### src/rtl/prbs16_checker_sat_counter.sv
// sat_counter: saturating up-counter with priority synchronous clear.
module sat_counter #(
  parameter int W = 16
) (
  input  logic         clk,
  input  logic         nReset,
  input  logic         clr,
  input  logic         inc,
  output logic [W-1:0] count
);
  logic [W-1:0] r_count;
  always_ff @(posedge clk or negedge nReset)
    if (!nReset) r_count <= '0;
    else if (clr) r_count <= '0;
    else if (inc && r_count != '1) r_count <= r_count + W'(1);
  assign count = r_count;
endmodule

### config.mk
export PLATFORM = sky130hd
export DESIGN_NAME = sat_counter
export DESIGN_NICKNAME = d
export VERILOG_FILES = /design/src/rtl/prbs16_checker_sat_counter.sv
export SDC_FILE = /design/constraint.sdc
export NUM_CORES = 1
export LEC_CHECK = 0
export CORE_ASPECT_RATIO = 0.7
export CORE_MARGIN = 4
export CORE_UTILIZATION = 49
export DETAILED_ROUTE_END_ITERATION = 8
export PLACE_DENSITY = 0.8
export SKIP_LAST_GASP = 1
export SLEW_MARGIN = 5
export SYNTH_ARGS = -nofsm -noshare
export SYNTH_HDL_FRONTEND = slang
export SYNTH_SLANG_ARGS = --single-unit
### constraint.sdc
create_clock -name clk -period 2.1 [get_ports clk]
set_input_delay 0.42 -clock clk [delete_from_list [all_inputs] [get_ports clk]]
set_output_delay 0.42 -clock clk [all_outputs]
set_load 0.01 [all_outputs]
# After elaboration in Yosys (flattened, before gate mapping)
# Cells that the tools add are included.
[op_classes]
n_eq_ne = 1
n_mux = 2
addsub = 1
reduce_logical = 2
[op_table]
columns = ["op", "n"]
rows = [
  ["16-bit 2-to-1 mux", 2],
  ["16-bit by 1-bit adder with 16-bit output, second input constant", 1],
  ["16-bit inequality test, second input constant", 1],
  ["2-bit nonzero test", 1],
  ["1-bit logical AND", 1],
]
[word_totals]
reg_bits = 16
inputBits = 4
out_inout_bits = 16

# Depth between registers and ports, before layout
[logic_depth]
word_depth = 4
mapped_depth = 6
ltp_nobuf = 5

# Least setup slack after synthesis
# Ideal clock, no wire load.
[synth_path]
path_type = "register -> register"
startpoint = "register r_count[0], in the netlist count[0]"
endpoint = "register r_count[15], in the netlist count[15]"
n_path_buf = 0
arrival_time_ns = 1.670
stages_incl_launch_ff = 6
period_less_slack_ns = 1.798
t_required_ns = 1.972
setup_slack_ns = 0.302
path_cell_list = "dfrtp_1 ha_1 nand4_2 nor4_4 nor4_1 mux2_1"
[synth_between]
elab_chain_cells = 3
elab_cells_between_ends = 6
classes_between = "add/sub: 1; eq/ne: 1; mux: 2; reduce/logical: 2"
[synth_lines]
columns = ["element", "line_no", "rtl"]
rows = [
  ["from (decl)", "11", "logic [W-1:0] r_count;"],
  ["from (signal assigned)", "15", "else if (inc && r_count != '1) r_count <= r_count + W'(1);"],
  ["16-bit by 1-bit adder with 16-bit output or 16-bit inequality test (tied branches)", "15", ""],
  ["16-bit 2-to-1 mux or 1-bit logical AND (tied branches)", "15", ""],
  ["16-bit 2-to-1 mux or 2-bit nonzero test (tied branches)", "n/a", ""],
]
# Parallel ways exist; a longest one is shown, timed or not. The select of a mux whose other input is x is not followed.
# A chain may end at the register's enable or synchronous reset.

# Worst setup path in the final report
[layout_path]
startpoint = "register r_count[0], in the netlist count[0]"
endpoint = "register r_count[3], in the netlist count[3]"
# The elaborated chain is that of the path after synthesis.

==> metrics <==
Synth Area in Adders=0.0133; initial DRC count=44; H-tree levels=1; total track usage=0.209; WP data arrival=approximately 2200 ps; TritonRoute pass-1 iters=4; xor/xnor share of the synthesized area=0; die area=between 2000 and 3000 µm²; mux cell area share after synthesis=0.0478; routed len/inst=between 15 and 20 µm; CTS sink count=16; TritonCTS Buffers=3; first-pass GRT wire length=between 4000 and 5000 µm; Req. time, crit path=~2300 ps; Placed Area=1180 µm²; Final Hold Vio Count=0; Hold Path Class=in2async; final setup vio count=0; fin nets=129; cell with the most instances after synthesis=dfrtp_1; Worst slew margin=0.642; Die Wd=60.4 µm; fmax=between 500 and 600 MHz; vias in the first global route=853; FF+latch count, synth=16; clock root buffer=clkbuf_4; CP peak stage delay=610 ps; io pins=20; gpl congestion=0.805; top post-synthesis cells by count=dfrtp_1 (16), a21oi_1 (11), o31ai_1 (7); Max-cap violations=0; antenna violations before repair=0; Area growth syn-to-layout=29.6%; syn_nets=~100; Synth Area in Simple Gates=0.312; CP startpoint kind=flop; EDFF count, synth=0; CTS tree=built; # DRC=0; standby leakage power=0.000493 µW; ant diodes=0; clk slew on worst S/H paths=around 90 ps; fin crit share=0.942; Avg Synthesized Cell Area=9.61 µm²; vias per cell=around 6.5; Largest register FFs=16; Seq/Total Area, Yosys=0.425; Die Y=about 45 µm; fin crit period=between 1500 and 2000 ps; Mapped Cells=a little under 100; number of fill cells=between 100 and 150; row cnt=12; Synth area leader=dfrtp_1; Worst-Skew Late Latency=290 ps; Post-DP HPWL=between 1500 and 2000 µm; synth unique cells=28; Crit Path Max Fanout=13; grt total ovfl=0; Hold Buf Count CTS=0; Setup Total Neg Slack=0 ps; complex-gate fraction of the synthesized area=0.162; core area=between 1500 and 2000 µm²; Via Count=approximately 940; max-slew violations=0; Register-to-Register Path Depth=6; layout cells sized above 1=0.163; ranking of synthesized cells by area=dfrtp_1 (42%), a21oi_1 (5.8%), o31ai_1 (5.6%), mux2_1 (4.8%), nand4_1 (4.0%); Mapped Area=942 µm²; Initial Utilization=0.555; input/output buffers=19; crit-path cells=ha_1, nand4_2, nor4_4, buf_4, or4_2, a21oi_1; postcts setup bufs=0; Bufs on Longest Clock Path=2; clock skew=6.46 ps; Async SR Flop Fraction=1.00; Power Density=about 460 nW/µm²; slowest CP cell=or4_2; final wirelength=between 2000 and 2500 µm; VDD IR max=about 300 µV; dominant synthesized flop cell=dfrtp_1; Ys Warns=0; post-route ant nets=0; PostCTS Resize Cnt=0; kind of critical path=reg2reg; main combinational cell family by area after synthesis=simple AND/OR/NAND/NOR gates; Fin Hold WS=~450 ps; RSZ-0062 raised after global routing=no; status=complete, no violations; crit path capture type=flop; Finished Cell Area=about 1200 µm²; post-synth top area share=0.425; largest net degree at the start of global routing=17; Slew @ Worst Pin=around 530 ps
-- placed cells by master (no fill, tap or decap), types with 3 or more instances in the layout --
master,n
or4_1,5
nor2_1,4
nand4_1,6
o31ai_1,7
dfrtp_1,16
o21ai_1,3
clkbuf_4,3
buf_4,7
nor4_1,4
nand3_1,3
clkdlybuf4s50_1,19
inv_1,3
mux2_1,4
a21oi_1,11
nand2_1,6
nor2b_1,4
-- final cells by class --
| cell class | count | area, µm² | share of cell area |
|---|---|---|---|
| sequential | 16 | 400 | 0.328 |
| clock buffer | 4 | 36.3 | 0.0297 |
| multi-input combinational | 74 | 504 | 0.413 |
| tap | 21 | 26.3 | 0.0215 |
| inverter | 3 | 11.3 | 0.00922 |
| timing repair buffer | 26 | 243 | 0.199 |
-- critical path, delay by kind of cell, from the launching register on --
family / cells / cell delay, ps
DFF: 1 / 440
buffers and inverters: 1 / 180
and+or+nand+nor: 3 / 820
AOI/OAI and AO/OA: 1 / 180
adders and majority gates: 1 / 280
-- metal layers --
| layer | vias to the layer above | GRT usage | share of wire |
|---|---|---|---|
| met1 | 460 | 0.275 | 0.42 |
| met2 | 36 | 0.336 | 0.49 |
| li1 | 437 | - | - |
| met5 | - | 0 | 0 |
| met4 | 0 | 0.0649 | 0.014 |
| met3 | 6 | 0.0554 | 0.069 |
-- kinds of logic (layout without fill, tap and decap cells) --
group | Yosys count | count (layout)
simple gates | 45 | 45
compound gates | 24 | 24
flops | 16 | 16
buf+inv | 8 | 33
mux | 4 | 4
fa+ha+maj | 1 | 1
-- per-stage QoR --
stage	std cells	power (µW)	setup slack, ps	util
after floorplan	98	339	302	-
after global placement	140	367	103	0.698
after detailed placement	140	369	60.5	0.698
after CTS	144	571	131	0.720
after global routing	144	601	15.8	0.720
final	144	563	122	0.720
-- worst paths after layout --
check	startpoint	endpoint	slack (ps)
worst min-delay path	nReset	count[11]	450
max in group asynchronous	nReset	count[13]	1460
worst max register to register	count[0]	count[3]	120
worst max-delay path	count[0]	count[3]	120
worst min register to register	count[1]	count[1]	610
min in group clk	count[1]	count[1]	610
-- power breakdown --
part / total, µW / internal [µW] / switching (µW)
Clock: 200 / 106 / 94.2
Combinational: 48.3 / 21.7 / 26.6
Sequential: 315 / 311 / 3.99
Total: 563 / 438 / 125
Power figures use the tool's default switching activity.
